==> config.mk <==
export PLATFORM = sky130hd
export DESIGN_NAME = pht_update_sched
export DESIGN_NICKNAME = d
export VERILOG_FILES = /design/src/rtl/pht_update_sched_pkg.sv /design/src/rtl/pht_upd_queue.sv /design/src/rtl/pht_update_sched.sv
export SDC_FILE = /design/constraint.sdc
export NUM_CORES = 1
export LEC_CHECK = 0
export BUFFER_PORTS_ARGS = -buffer_cell sky130_fd_sc_hd__buf_2
export CAP_MARGIN = 20
export CORE_UTILIZATION = 55
export DETAILED_ROUTE_END_ITERATION = 8
export GPL_TIMING_DRIVEN = 0
export PLACE_DENSITY_LB_ADDON = 0.1
export SKIP_LAST_GASP = 1
export SLEW_MARGIN = 20
export SYNTH_ARGS = -nofsm -noshare
export SYNTH_HDL_FRONTEND = slang
export SYNTH_SLANG_ARGS = --single-unit
==> constraint.sdc <==
create_clock -name clk -period 5.1 [get_ports clk]
set_input_delay 1.02 -clock clk [delete_from_list [all_inputs] [get_ports clk]]
set_output_delay 1.02 -clock clk [all_outputs]
set_load 0.01 [all_outputs]
==> src/rtl/pht_update_sched_pkg.sv <==
// Shared predictor types for the choice-counter table (CPHT) write scheduler.
package pht_update_sched_pkg;

    localparam int PHT_IDX_W     = 11;
    localparam int PHT_DATA_W    = 2;
    localparam int PHT_TBL_DEPTH = 2048;
    localparam int PHT_Q_DEPTH   = 4;

    typedef logic [PHT_IDX_W-1:0]  PhtIdx_t;
    typedef logic [PHT_DATA_W-1:0] TwoBitState;

    localparam TwoBitState PHT_INIT_VAL = 2'b01;

    typedef struct packed {
        logic       valid;
        PhtIdx_t    idx;
        TwoBitState data;
    } PhtUpdReq_S;

    typedef enum logic {
        ST_INIT = 1'b0,
        ST_RUN  = 1'b1
    } sched_state_e;

endpackage

==> src/rtl/pht_upd_queue.sv <==
// Coalescing CAM-style update queue: circular storage addressed by head pointer and
// count, index match overwrites in place, newest-match forwarding lookup.
module pht_upd_queue
    import pht_update_sched_pkg::*;
#(
    parameter  int Q_DEPTH = PHT_Q_DEPTH,
    localparam int PTR_W   = $clog2(Q_DEPTH),
    localparam int CNT_W   = PTR_W + 1
) (
    input  logic             clk,
    input  logic             reset,
    input  PhtUpdReq_S       enq0,
    input  PhtUpdReq_S       enq1,
    input  logic             deq,
    input  PhtIdx_t          rd_idx,
    output logic [CNT_W-1:0] count,
    output PhtIdx_t          head_idx,
    output TwoBitState       head_data,
    output logic             fwd_hit,
    output TwoBitState       fwd_data,
    output logic [1:0]       coalesce_cnt
);

    PhtIdx_t    q_idx    [Q_DEPTH];
    TwoBitState q_data   [Q_DEPTH];
    PhtIdx_t    q_idx_n  [Q_DEPTH];
    TwoBitState q_data_n [Q_DEPTH];

    logic [PTR_W-1:0]   head;
    logic [PTR_W-1:0]   slot0, slot1;
    logic [Q_DEPTH-1:0] stay, match0, match1;
    logic               hit0, hit1, same, alloc0, alloc1;

    // NOTE: combinational blocks use blocking '=' so later statements see earlier
    // results and every output gets a default first (no latches); flops use '<='.
    always_comb begin
        stay = '0;
        for (int k = 0; k < Q_DEPTH; k++) begin
            if (CNT_W'(k) < count) stay[head + PTR_W'(k)] = 1'b1;
        end
        // The head leaving this cycle cannot absorb a coalesce.
        if (deq) stay[head] = 1'b0;

        for (int s = 0; s < Q_DEPTH; s++) begin
            match0[s] = stay[s] && enq0.valid && (q_idx[s] == enq0.idx);
            match1[s] = stay[s] && enq1.valid && (q_idx[s] == enq1.idx);
        end
        hit0   = |match0;
        hit1   = |match1;
        same   = enq0.valid && enq1.valid && (enq0.idx == enq1.idx);
        alloc0 = enq0.valid && !hit0;
        alloc1 = enq1.valid && !same && !hit1;
        slot0  = head + count[PTR_W-1:0];
        slot1  = slot0 + PTR_W'(alloc0);

        // Source 0 is applied first so a same-index source 1 overwrites its data.
        q_idx_n  = q_idx;
        q_data_n = q_data;
        for (int s = 0; s < Q_DEPTH; s++) begin
            if (match0[s]) q_data_n[s] = enq0.data;
        end
        if (alloc0) begin
            q_idx_n[slot0]  = enq0.idx;
            q_data_n[slot0] = enq0.data;
        end
        for (int s = 0; s < Q_DEPTH; s++) begin
            if (match1[s]) q_data_n[s] = enq1.data;
        end
        if (same && alloc0) q_data_n[slot0] = enq1.data;
        if (alloc1) begin
            q_idx_n[slot1]  = enq1.idx;
            q_data_n[slot1] = enq1.data;
        end

        coalesce_cnt = {1'b0, hit0} + {1'b0, enq1.valid && (same || hit1)};
    end

    always_ff @(posedge clk) begin
        if (reset) begin
            head  <= '0;
            count <= '0;
        end else begin
            head  <= head + PTR_W'(deq);
            count <= count + CNT_W'(alloc0) + CNT_W'(alloc1) - CNT_W'(deq);
        end
    end

    // NOTE: entry storage is not reset; an entry is only meaningful while it lies
    // inside the head/count window, which reset empties.
    always_ff @(posedge clk) begin
        q_idx  <= q_idx_n;
        q_data <= q_data_n;
    end

    assign head_idx  = q_idx[head];
    assign head_data = q_data[head];

    // Walk oldest to newest so the newest match wins.
    always_comb begin
        fwd_hit  = 1'b0;
        fwd_data = '0;
        for (int k = 0; k < Q_DEPTH; k++) begin
            if ((CNT_W'(k) < count) && (q_idx[head + PTR_W'(k)] == rd_idx)) begin
                fwd_hit  = 1'b1;
                fwd_data = q_data[head + PTR_W'(k)];
            end
        end
    end

endmodule

==> src/rtl/pht_update_sched.sv <==
// CPHT write-port scheduler: init sweep, then two-source update arbitration through a
// coalescing queue with read forwarding. Optional stats counters: PHT_UPD_STATS_EN.
module pht_update_sched
    import pht_update_sched_pkg::*;
#(
    parameter  int         TBL_DEPTH = PHT_TBL_DEPTH,
    parameter  int         Q_DEPTH   = PHT_Q_DEPTH,
    parameter  TwoBitState INIT_VAL  = PHT_INIT_VAL,
    localparam int         IDX_W     = PHT_IDX_W,
    localparam int         DATA_W    = PHT_DATA_W,
    localparam int         CNT_W     = $clog2(Q_DEPTH) + 1
) (
    input  logic              clk,
    input  logic              reset,
    input  logic              up0_valid,
    output logic              up0_ready,
    input  logic [IDX_W-1:0]  up0_idx,
    input  logic [DATA_W-1:0] up0_data,
    input  logic              up1_valid,
    output logic              up1_ready,
    input  logic [IDX_W-1:0]  up1_idx,
    input  logic [DATA_W-1:0] up1_data,
    output logic              wr_en,
    output logic [IDX_W-1:0]  wr_idx,
    output logic [DATA_W-1:0] wr_data,
    input  logic [IDX_W-1:0]  rd_idx,
    output logic              fwd_hit,
    output logic [DATA_W-1:0] fwd_data,
    output logic              init_done,
    output logic [31:0]       stat_coalesce,
    output logic [31:0]       stat_stall
);

    sched_state_e      state, state_n;
    logic [IDX_W-1:0]  ptr, ptr_n, wr_idx_n;
    logic [DATA_W-1:0] wr_data_n;
    logic              wr_en_n, init_done_n, ready, deq;

    PhtUpdReq_S        enq0, enq1;
    logic [CNT_W-1:0]  q_count;
    PhtIdx_t           q_head_idx;
    TwoBitState        q_head_data, q_fwd_data;
    logic              q_fwd_hit;
    logic [1:0]        q_coal;

    // Two free slots guarantee both sources can allocate in the same cycle.
    assign ready     = (state == ST_RUN) && (q_count <= CNT_W'(Q_DEPTH - 2));
    assign up0_ready = ready;
    assign up1_ready = ready;
    assign enq0      = '{valid: up0_valid && ready, idx: up0_idx, data: up0_data};
    assign enq1      = '{valid: up1_valid && ready, idx: up1_idx, data: up1_data};
    assign deq       = (state == ST_RUN) && (q_count != '0);

    pht_upd_queue #(.Q_DEPTH(Q_DEPTH)) u_queue (
        .clk          (clk),
        .reset        (reset),
        .enq0         (enq0),
        .enq1         (enq1),
        .deq          (deq),
        .rd_idx       (rd_idx),
        .count        (q_count),
        .head_idx     (q_head_idx),
        .head_data    (q_head_data),
        .fwd_hit      (q_fwd_hit),
        .fwd_data     (q_fwd_data),
        .coalesce_cnt (q_coal)
    );

    always_ff @(posedge clk) begin
        if (reset) begin
            state     <= ST_INIT;
            ptr       <= '0;
            wr_en     <= 1'b0;
            wr_idx    <= '0;
            wr_data   <= '0;
            init_done <= 1'b0;
        end else begin
            state     <= state_n;
            ptr       <= ptr_n;
            wr_en     <= wr_en_n;
            wr_idx    <= wr_idx_n;
            wr_data   <= wr_data_n;
            init_done <= init_done_n;
        end
    end

    always_comb begin
        state_n     = state;
        ptr_n       = ptr;
        init_done_n = init_done;
        wr_en_n     = 1'b0;
        wr_idx_n    = q_head_idx;
        wr_data_n   = q_head_data;
        case (state)
            ST_INIT: begin
                wr_en_n   = 1'b1;
                wr_idx_n  = ptr;
                wr_data_n = INIT_VAL;
                ptr_n     = ptr + IDX_W'(1);
                if (ptr == IDX_W'(TBL_DEPTH - 1)) begin
                    state_n     = ST_RUN;
                    init_done_n = 1'b1;
                end
            end
            ST_RUN:  wr_en_n = deq;
            default: state_n = ST_INIT;
        endcase
    end

    // Queued data is newer than the write already on the port.
    always_comb begin
        fwd_hit  = 1'b0;
        fwd_data = '0;
        if (reset) begin
            fwd_hit = 1'b0;
        end else if (state == ST_INIT) begin
            fwd_hit  = 1'b1;
            fwd_data = INIT_VAL;
        end else if (q_fwd_hit) begin
            fwd_hit  = 1'b1;
            fwd_data = q_fwd_data;
        end else if (wr_en && (wr_idx == rd_idx)) begin
            fwd_hit  = 1'b1;
            fwd_data = wr_data;
        end
    end

`ifdef PHT_UPD_STATS_EN
    logic [31:0] coal_q, stall_q;

    always_ff @(posedge clk) begin
        if (reset) begin
            coal_q  <= '0;
            stall_q <= '0;
        end else begin
            coal_q <= coal_q + 32'(q_coal);
            if ((state == ST_RUN) && (up0_valid || up1_valid) && !ready)
                stall_q <= stall_q + 32'd1;
        end
    end

    assign stat_coalesce = coal_q;
    assign stat_stall    = stall_q;
`else
    logic unused_coal;
    assign unused_coal   = ^q_coal;
    assign stat_coalesce = '0;
    assign stat_stall    = '0;
`endif

endmodule

==> impl_results.md, run 1 <==
* Total GRT Usage at 31.0%
* Slew Limit Headroom at 53.6%
* WP data required at 4.08 ns
* Vias in the first global route at 6168
* Critical Path AT at 3.84 ns
* Util after Layout at 64.1%
* Via Count at 6783
* CP max-delay cell: mux4_2
* Actual slew at the worst max-slew pin at 0.697 ns
* Outcome: finished clean
* Ports at 125
* Initial Util at 57.0%
* Startpoint types: flip-flop
* Met3 Usage GRT at 6.78%
* Period utilisation layout at 95.3%
* Initial antenna violation count at 0
* Antenna diodes at 0
* Routed WL at 22400 microns
* Clock latency on the worst-skew pair at 0.36 ns
* Met1 usage at 38.9%
* Finished Layout Cells at 1186
* Total grt overflow at 0
* CP delay by family, top: buffers and inverters
* Via-per-instance ratio at 5.72
* GP Congestion at 0.952
* IO Port Bufs at 26
* First-pass GRT wire length at 34300 microns
* Area taken by flip-flops and latches at 0.00169 sq mm
* Setup Total Neg Slack at 0 ns
* Async set-reset flop share out of synthesis at 0%
* Synth area leaders: dfxtp_1 (21%), mux4_2 (12%), xnor2_1 (11%)
* Register area share after synthesis at 21.1%
* Share of cells above drive strength 1 at 19.7%
* Remaining DRCs at 0
* GR peak layer: met2
* Hold Path Class: flip-flop to flip-flop
* Yosys reg bits at 84
* Final min period at 4.86 ns
* Die H at 122 microns
* Max clock buf depth at 2
* EDFF count, synth at 0
* Max cap viols at 0
* Max Freq at 0.206 GHz
* Critical path class: flip-flop to output port
* Syn Area/Cell at 8.84 sq um
* Clock sink count at 84
* Slew Limit Fails at 0
* Die X at 122 microns
* Post-Synthesis Cell Area at 0.00797 sq mm
* H-tree Lvls at 3
* Peak supply drop at 0.000208 V
* Detail Route Antenna Nets at 0
* Synth cell types at 58
* Synthesis Warnings at 0
* Area of the core at 0.0140 sq mm
* Total die area at 0.0150 sq mm
* Synth Instances at 901
* Worst Path Buf+Inv at 5
* Leading area contributor after synthesis: dfxtp_1
* DP Wirelength at 17300 microns
* Placed Cells incl. Taps at 1170
* CP Cell Sequence: buf_12 > buf_8 > inv_8 > ha_1 > buf_6 > mux4_2 > xor2_1 > nor4_2 > o2111ai_2 > nor2_1 > nor4_4 > a21boi_0 > a211oi_1 > buf_2
* Static Leak at 3.64 nW
* DRT iter0 DRCs at 504
* Drt first pass iters at 5
* RSZ-0062 raised after global routing: false
* Clk root buf: clkbuf_16
* Clk_skew at 0.0102 ns
* Hold Vio Cnt, Final at 0
* Biggest cell delay along the critical path at 0.51 ns
* Met2 GRT Util at 51.2%
* Largest net degree at the start of global routing at 14
* Area growth syn-to-layout at 12.6%
* Row cnt at 43
* Area of the multi-input gates at 0.00560 sq mm
* Nets at 1057
* CTS tree: done
* Crit end category: output port
* CP Max Fanout at 11
* Drt wl/cell at 18.9 microns
* Main flop type after synthesis: dfxtp_1
* PwrDens at 225 mW/mm^2
* Clk slew on worst S/H paths at 0.06 ns
* Top cell type's share of synthesized area at 21.1%
* Filler cells at 1303
* Top post-synthesis cells by count: xnor2_1 (97), dfxtp_1 (84), clkbuf_1 (83), mux2i_1 (75), xor2_1 (70)
* Top-count cell post-synth: xnor2_1
* Number of setup violations in the final report at 0
* CTS buffer count at 9
==> path summary, 6_finish.rpt <==
kind	start	end	slack, ns	depth (start not counted)
worst min-delay path	init_done	init_done	0.48	2
worst max-delay path	u_queue.head[0]	fwd_data[1]	0.24	14
worst min register to register	init_done	init_done	0.48	2
worst max register to register	u_queue.count[2]	u_queue.q_data[0]	1.00	13
==> area by class of cell <==
type,instances,share of cell area [%]
multi-input combinational,696,62.4
sequential,84,18.8
buffer,169,10.9
clock buffer,13,2.68
tap,180,2.51
timing repair buffer,28,1.62
inverter,13,0.628
clock inverter,3,0.516
==> metal layers <==
| metal | part of all wire, % | routed length [microns] |
|---|---|---|
| met5 | 0 | 0 |
| met4 | 3.9 | 863 |
| met3 | 6.9 | 1540 |
| met2 | 47 | 10500 |
| met1 | 42 | 9430 |
==> through the flow <==
stage                     setup slack (ns)  hold WS, ns  power (W)  cell area [sq um]
after floorplan                      0.293        0.490    0.00122               8210
after global placement              -0.721        0.455    0.00134               8560
after detailed placement            -0.700        0.474    0.00135               8560
after CTS                           0.0211        0.492    0.00201               8950
after global routing               0.00971        0.543    0.00210               8970
final                                0.240        0.479    0.00202               8970
==> layout by cell type (no fill, tap or decap), types with 4 or more instances in the layout <==
master      n
xnor2_1    97
clkbuf_1   86
dfxtp_1    82
mux2i_1    74
xor2_1     70
buf_4      68
conb_1     64
nor2_1     61
mux4_2     41
buf_2      34
a21oi_1    33
nand4_1    31
o21ai_0    31
nand2_1    25
nand3_1    20
nor3_1     19
mux2_2     18
ha_1       13
inv_1      12
nor2b_1    10
nor4_1     10
clkbuf_16   9
and3_1      6
o2bb2ai_1   5
o211ai_1    5
buf_6       5
o21a_1      4
a32oi_1     4
a22o_1      4
buf_1       4
a31oi_1     4
a22oi_1     4
==> cell families after synthesis <==
logic type	count (synthesis)	share of synthesized area, %
other cells	1	0.0471
xor+xnor	167	18.4
compound gates	111	8.65
buf+inv	184	12.2
flops	84	21.1
simple gates	203	13.2
mux	136	23.9
fa+ha+maj	15	2.54
==> power by group <==
part | switching (W) | internal, W | total, W
combinational | 0.000330 | 0.000269 | 0.000599
sequential | 0.0000461 | 0.000710 | 0.000756
clock | 0.000283 | 0.000382 | 0.000665
==> registers in the layout (all words and copies together), names as in the netlist <==
signal and cells:
u_queue.q_data 8, u_queue.q_idx 44, ptr 11, wr_en 1, u_queue.head 2, u_queue.count 3, wr_data 2, state 1
init_done 1, wr_idx 11
==> worst register-to-register path, stage by stage, from the launching register on <==
cell and delay (ns):
dfxtp_1 0.51, inv_1 0.16, ha_1 0.21, clkbuf_1 0.23
inv_1 0.24, a32oi_1 0.13, a22o_1 0.30, nor4_2 0.65
nor4_4 0.15, ha_1 0.27, xnor2_1 0.25, nand4_1 0.25
o211ai_1 0.27, mux2_2 0.38
==> repair_timing <==
item / CTS / global route
endpoints found under the setup margin: 3 / 2
setup buffers: 0 / 2
pin swaps: 4 / 4
hold buffers: 0 / 0
gates resized for setup: 28 / 9
No activity file was read; power rests on OpenSTA's default activity.
==> inputs of run 2 (changes only) <==
--- a/config.mk
+++ b/config.mk
@@ -9,10 +9,10 @@
 export CAP_MARGIN = 20
 export CORE_UTILIZATION = 55
 export DETAILED_ROUTE_END_ITERATION = 8
-export GPL_TIMING_DRIVEN = 0
 export PLACE_DENSITY_LB_ADDON = 0.1
 export SKIP_LAST_GASP = 1
 export SLEW_MARGIN = 20
 export SYNTH_ARGS = -nofsm -noshare
 export SYNTH_HDL_FRONTEND = slang
+export SYNTH_HIERARCHICAL = 1
 export SYNTH_SLANG_ARGS = --single-unit
==> constraint.sdc (replaced) <==
create_clock -name clk -period 6 [get_ports clk]
set_input_delay 1.2 -clock clk [delete_from_list [all_inputs] [get_ports clk]]
set_output_delay 1.2 -clock clk [all_outputs]
set_load 0.01 [all_outputs]
==> run 2 against run 1 <==
Net effect:
- register-to-register slack gained 0.04 ns
- count of clock-buffer cells in the layout down 4
- critical path type unchanged
- largest cell class unchanged
- worst setup slack better by 0.58 ns
- highest routed layer unchanged
==> impl_results.md, run 2 <==
* Outcome: finished clean
* First-pass GRT wire length at 30700 microns (-10%)
* IO Port Bufs at 60 (+130%)
* Post-Synthesis Cell Area at 0.00794 sq mm (-0.38%)
* Design area at 0.00824 sq mm (-8.1%)
* Crit end category: output port
* Syn Area/Cell at 10.1 sq um (+14%)
* Hold Path Class: flip-flop to flip-flop
* Remaining DRCs at 0 (unchanged)
* CTS Hold Bufs at 0 (unchanged)
* CTS buffer count at 9 (unchanged)
* Setup Buffers After CTS at 0 (unchanged)
* Post_cts resized at 0 (-100%)
* Clk_skew at 0.00790 ns (-0.00226 ns)
* Setup Total Neg Slack at 0 ns (unchanged)
* CTS tree: done
* Period utilisation layout at 86.3%
* Via Count at 5857 (-14%)
* DRT iter0 DRCs at 548 (+8.7%)
* Drt first pass iters at 5 (unchanged)
* Initial antenna violation count at 0 (unchanged)
* Hold Vio Cnt, Final at 0 (unchanged)
* Critical Path AT at 3.98 ns (+0.14 ns)
* Actual slew at the worst max-slew pin at 0.871 ns (+0.174 ns)
* Nets at 858 (-19%)
* Area of the core at 0.0140 sq mm (unchanged)
* CP delay by family, top: multiplexers
* Clk slew on worst S/H paths at 0.07 ns (about the same)
* Share of cells above drive strength 1 at 25.3% (+5.6 points)
* Slew Limit Fails at 0 (unchanged)
* Largest regs: u_queue/q_idx: 44 flops, ptr: 11 flops, wr_idx: 11 flops
* Number of setup violations in the final report at 0 (unchanged)
* Worst Path Buf+Inv at 2 (-3)
* CP max-delay cell: ha_1
* GP Congestion at 0.909 (-4.5%)
* Largest net degree at the start of global routing at 59 (+45)
* Slew Limit Headroom at 42.0% (-12 points)
* Most flops, register: u_queue/q_idx
* Biggest cell delay along the critical path at 0.77 ns (+0.26 ns)
* Total GRT Usage at 28.1% (-2.9 points)
* Placement Cell Area at 0.00797 sq mm (-6.9%)
* Vias in the first global route at 5444 (-12%)
* Die X at 122 microns (-0.19%)
* Critical path class: flip-flop to output port
* CP Cell Sequence: inv_1 > ha_1 > mux4_2 > xor2_1 > or4_4 > nor3_4 > mux2i_1 > o21a_1 > a21oi_2 > a31oi_1 > o41ai_2 > buf_2
* Static Leak at 3.02 nW (-17%)
* Ports at 125 (unchanged)
* Final Power at 0.00157 W (-22%)
* Initial Util at 56.8% (-0.21 points)
* Routed WL at 20000 microns (-10%)
* Total die area at 0.0149 sq mm (-0.38%)
* Final min period at 5.18 ns
* Synth Instances at 785 (-13%)
* Synthesis Warnings at 6 (+6)
* Area growth syn-to-layout at 3.81%
* Die H at 122 microns (-0.19%)
* CP Max Fanout at 16 (+5)
* Most frequent cells in the layout: xnor2_1 (156), dfxtp_1 (83), conb_1 (64)
* Clock latency on the worst-skew pair at 0.36 ns (about the same)
* Max clock buf depth at 2 (unchanged)
* Max Freq at 0.193 GHz
* Drt wl/cell at 20.3 microns (+7.8%)
* Peak supply drop at 0.000168 V (-19%)
* Startpoint types: flip-flop
* Row cnt at 43 (unchanged)
* WP data required at 4.80 ns (+0.72 ns)
* H-tree Lvls at 3 (unchanged)
* Total grt overflow at 0 (unchanged)
* Via-per-instance ratio at 5.94 (+3.9%)
* Flip-flop count of the largest register after layout at 44 (unchanged)
* Clk root buf: clkbuf_16
* Most common cell after layout, fill and taps aside: xnor2_1
* Antenna diodes at 0 (unchanged)
* Max cap viols at 0 (unchanged)
* Clock sink count at 84 (unchanged)
* RSZ-0062 raised after global routing: false
* Detail Route Antenna Nets at 0 (unchanged)
* DP Wirelength at 15700 microns (-9.3%)
* PwrDens at 191 mW/mm^2 (-15%)
-- run 2: metal layers --
metal	part of all wire, %	GRT usage, %	vias to the layer above
met3	5.9	4.03	38
met2	47	44.9	248
met4	3.2	13.0	0
li1	-	-	2717
met1	44	37.3	2854
met5	0	0	-
-- run 2: final timing paths --
kind | from | end | slack, ns | cells past startpoint
worst min register to register | init_done | init_done | 0.49 | 2
worst max-delay path | u_queue/head[1] | fwd_data[0] | 0.82 | 12
worst min-delay path | init_done | init_done | 0.49 | 2
worst max register to register | u_queue/count[2] | u_queue/q_data[5] | 1.04 | 14
-- run 2: power by group --
group	internal, W	switching (W)	leakage (nW)
registers	0.000596	0.0000844	0.684
logic	0.000190	0.000164	2.20
clock network	0.000283	0.000255	0.140
-- run 2: cell type report --
class,instances,area (sq um)
fill,1220,5750
timing repair buffer,64,330
multi-input combinational,619,5640
clock buffer,9,225
sequential,84,1690
clock inverter,7,50.0
inverter,23,86.3
tap,180,225
-- run 2: worst reg2reg max path, stage by stage (launching register included) --
cell       delay, ns
dfxtp_1         0.40
nand2b_1        0.20
a21oi_1         0.38
and2_1          0.53
nand4_1         0.15
nor3_1          0.52
a22oi_2         0.26
nand3_1         0.34
inv_1           0.11
ha_1            0.23
xnor2_1         0.16
a2111oi_0       0.40
nand3_1         0.58
o311ai_2        0.36
mux2i_1         0.26
-- run 2: stage by stage --
step	setup WS (ns)	hold slack [ns]	cells	utilization (%)
after detailed placement	0.896	0.474	970	56.9
after CTS	0.811	0.492	986	58.9
after floorplan	0.889	0.482	848	-
after global placement	1.06	0.449	970	56.9
after global routing	0.579	0.550	986	58.9
final	0.822	0.488	986	58.9
==> inputs of run 3 (changes only) <==
--- a/config.mk
+++ b/config.mk
@@ -9,10 +9,11 @@
 export CAP_MARGIN = 20
 export CORE_UTILIZATION = 55
 export DETAILED_ROUTE_END_ITERATION = 8
-export PLACE_DENSITY_LB_ADDON = 0.1
+export PLACE_DENSITY = 0.78
 export SKIP_LAST_GASP = 1
 export SLEW_MARGIN = 20
 export SYNTH_ARGS = -nofsm -noshare
 export SYNTH_HDL_FRONTEND = slang
 export SYNTH_HIERARCHICAL = 1
 export SYNTH_SLANG_ARGS = --single-unit
+export TNS_END_PERCENT = 20
==> run 3 against run 2 <==
Net effect:
- cell area increased by 0.70%
- highest routed layer unchanged
- flip-flop and latch count unchanged
- total power increased by 4.7%
- count of clock-buffer cells in the layout increased by 3
- core utilization increased by 0.41 points
- register-to-register slack improved by 0.12 ns
- non-clock buffer count increased by 1
- critical path depth increased by 1
- clock skew increased by 0.0019 ns
- die area unchanged
- clock power increased by 14%
==> impl_results.md, run 3 (synthesis gave the netlist of run 2 again) <==
* Outcome: finished clean
* P_int at 0.00117 W (+9.7%)
* Startpoint types: flip-flop
* Hold Vio Cnt, Final at 0 (unchanged)
* Final min period at 5.18 ns (+0.000788 ns)
* GP Congestion at 0.926 (+1.9%)
* CTS tree: done
* CP Cell Sequence: inv_1 > ha_1 > buf_4 > mux4_2 > xor2_1 > or4_4 > nor3_4 > mux2i_1 > o21a_1 > a21oi_2 > a31oi_1 > o41ai_2 > buf_2
* Peak supply drop at 0.000208 V (+23%)
* Most flops, register: u_queue/q_idx
* Antenna diodes at 0 (unchanged)
* Most common cell after layout, fill and taps aside: xnor2_1
* Net Sw Frac at 28.8% (-3.3 points)
* Combinational share of power at 21.4% (-1.1 points)
* IO Port Bufs at 60 (unchanged)
* Row cnt at 43 (unchanged)
* Total die area at 0.0149 sq mm (unchanged)
* Area growth syn-to-layout at 4.54%
* Share of cells above drive strength 1 at 25.2% (-0.12 points)
* CTS buffer count at 9 (unchanged)
* Max clock buf depth at 2 (unchanged)
* Largest regs: u_queue/q_idx: 44 flops, ptr: 11 flops, wr_idx: 11 flops
* Die X at 122 microns (unchanged)
* First-pass GRT wire length at 30200 microns (-1.9%)
* Period utilisation layout at 86.3% (about the same)
* Setup Buffers After CTS at 0 (unchanged)
* Biggest cell delay along the critical path at 0.63 ns (-0.14 ns)
* PwrDens at 198 mW/mm^2 (+4.0%)
* DP Wirelength at 14400 microns (-8.2%)
* Placed Cells incl. Taps at 971 (+0.10%)
* Total grt overflow at 0 (unchanged)
* Actual slew at the worst max-slew pin at 0.877 ns (+0.00612 ns)
* Critical path class: flip-flop to output port
* Area of the multi-input gates at 0.00564 sq mm (unchanged)
* Clock power frac at 37.2% (+3.0 points)
* Critical Path AT at 3.98 ns (about the same)
* Clock sink count at 84 (unchanged)
* Net Sw Power at 0.000474 W (-5.9%)
* Slew Limit Fails at 0 (unchanged)
* Largest net degree at the start of global routing at 59 (unchanged)
* Post_cts resized at 0 (unchanged)
* Finished Layout Cells at 986 (unchanged)
* H-tree Lvls at 3 (unchanged)
* Via Count at 5881 (+0.41%)
* Crit end category: output port
* Die H at 122 microns (unchanged)
* Total GRT Usage at 26.8% (-1.2 points)
* Flop pwr share at 41.4% (-1.9 points)
* Via-per-instance ratio at 5.96 (+0.41%)
* Ports at 125 (unchanged)
* WP data required at 4.80 ns (about the same)
* Setup Total Neg Slack at 0 ns (unchanged)
* Most frequent cells in the layout: xnor2_1 (156), dfxtp_1 (83), conb_1 (64)
* Routed WL at 19000 microns (-5.2%)
* Area of the core at 0.0140 sq mm (unchanged)
* Slew Limit Headroom at 41.6% (-0.41 points)
* Vias in the first global route at 5609 (+3.0%)
* Detail Route Antenna Nets at 0 (unchanged)
* Drt first pass iters at 5 (unchanged)
* CP delay by family, top: multiplexers
* Flip-flop count of the largest register after layout at 44 (unchanged)
* Hold Path Class: flip-flop to flip-flop
* Initial Util at 56.8% (unchanged)
* Clk_skew at 0.00983 ns (+0.00193 ns)
* Drt wl/cell at 19.3 microns (-5.2%)
* Worst Path Buf+Inv at 3 (+1)
* CP max-delay cell: ha_1
* Max Freq at 0.193 GHz (about the same)
* Filler cells at 1194 (-2.1%)
* Clk root buf: clkbuf_16
* RSZ-0062 raised after global routing: false
* Max cap viols at 0 (unchanged)
* Clock latency on the worst-skew pair at 0.36 ns (about the same)
* Clk slew on worst S/H paths at 0.06 ns (about the same)
* Initial antenna violation count at 0 (unchanged)
* Remaining DRCs at 0 (unchanged)
* CTS Hold Bufs at 0 (unchanged)
* DRT iter0 DRCs at 512 (-6.6%)
* Area taken by flip-flops and latches at 0.00169 sq mm (unchanged)
* Number of setup violations in the final report at 0 (unchanged)
* Nets at 859 (+0.12%)
* Static Leak at 3.05 nW (+0.82%)
* CP Max Fanout at 11 (-5)
==> run 3: power by group through the flow <==
stage / registers (W) / clock network (W) / logic, W
2_1_floorplan: 0.000658 / 0 / 0.000316
3_3_place_gp: 0.000684 / 0 / 0.000340
3_5_place_dp: 0.000689 / 0 / 0.000347
4_1_cts: 0.000677 / 0.000622 / 0.000348
5_1_grt: 0.000686 / 0.000641 / 0.000382
6_report: 0.000682 / 0.000613 / 0.000352
==> run 3: final timing paths <==
kind                     from           endpoint  slack (ns)  depth (start not counted)
min                 init_done          init_done        0.51                          2
min reg2reg         init_done          init_done        0.51                          2
max           u_queue/head[1]        fwd_data[0]        0.82                         13
max reg2reg  u_queue/count[2]  u_queue/q_data[6]        1.16                         15
==> run 3: layer usage <==
layer	routed length, microns	GRT usage (%)
met5	0	0
met4	546	10.9
met3	1420	4.31
met2	8940	43.5
met1	8100	35.6
==> run 3: through the flow <==
stage          setup slack [ns]  area, sq um  total power (W)  utilization, %  hold slack, ns
2_1_floorplan             0.889         8180         0.000973               -           0.482
3_3_place_gp               1.15         7970          0.00102            57.0           0.470
3_5_place_dp               1.10         7970          0.00104            57.0           0.504
4_1_cts                   0.766         8300          0.00165            59.3           0.521
5_1_grt                   0.559         8300          0.00171            59.3           0.529
6_report                  0.821         8300          0.00165            59.3           0.515
==> run 3: worst register-to-register path, delay by kind of cell (launching register included) <==
family | cells | cell delay (ns)
adders and majority gates | 1 | 0.31
buffers and inverters | 1 | 0.11
and+or+nand+nor | 8 | 2.54
AOI/OAI and AO/OA | 4 | 1.19
muxes | 1 | 0.24
DFF | 1 | 0.40
==> run 3: final cells by class <==
class	instances	share of cell area (%)
Sequential cell	84	20.3
Multi-Input combinational cell	619	67.9
Clock buffer	12	3.09
Timing Repair Buffer	65	4.07
Inverter	23	1.04
Tap cell	180	2.71
Clock inverter	3	0.829
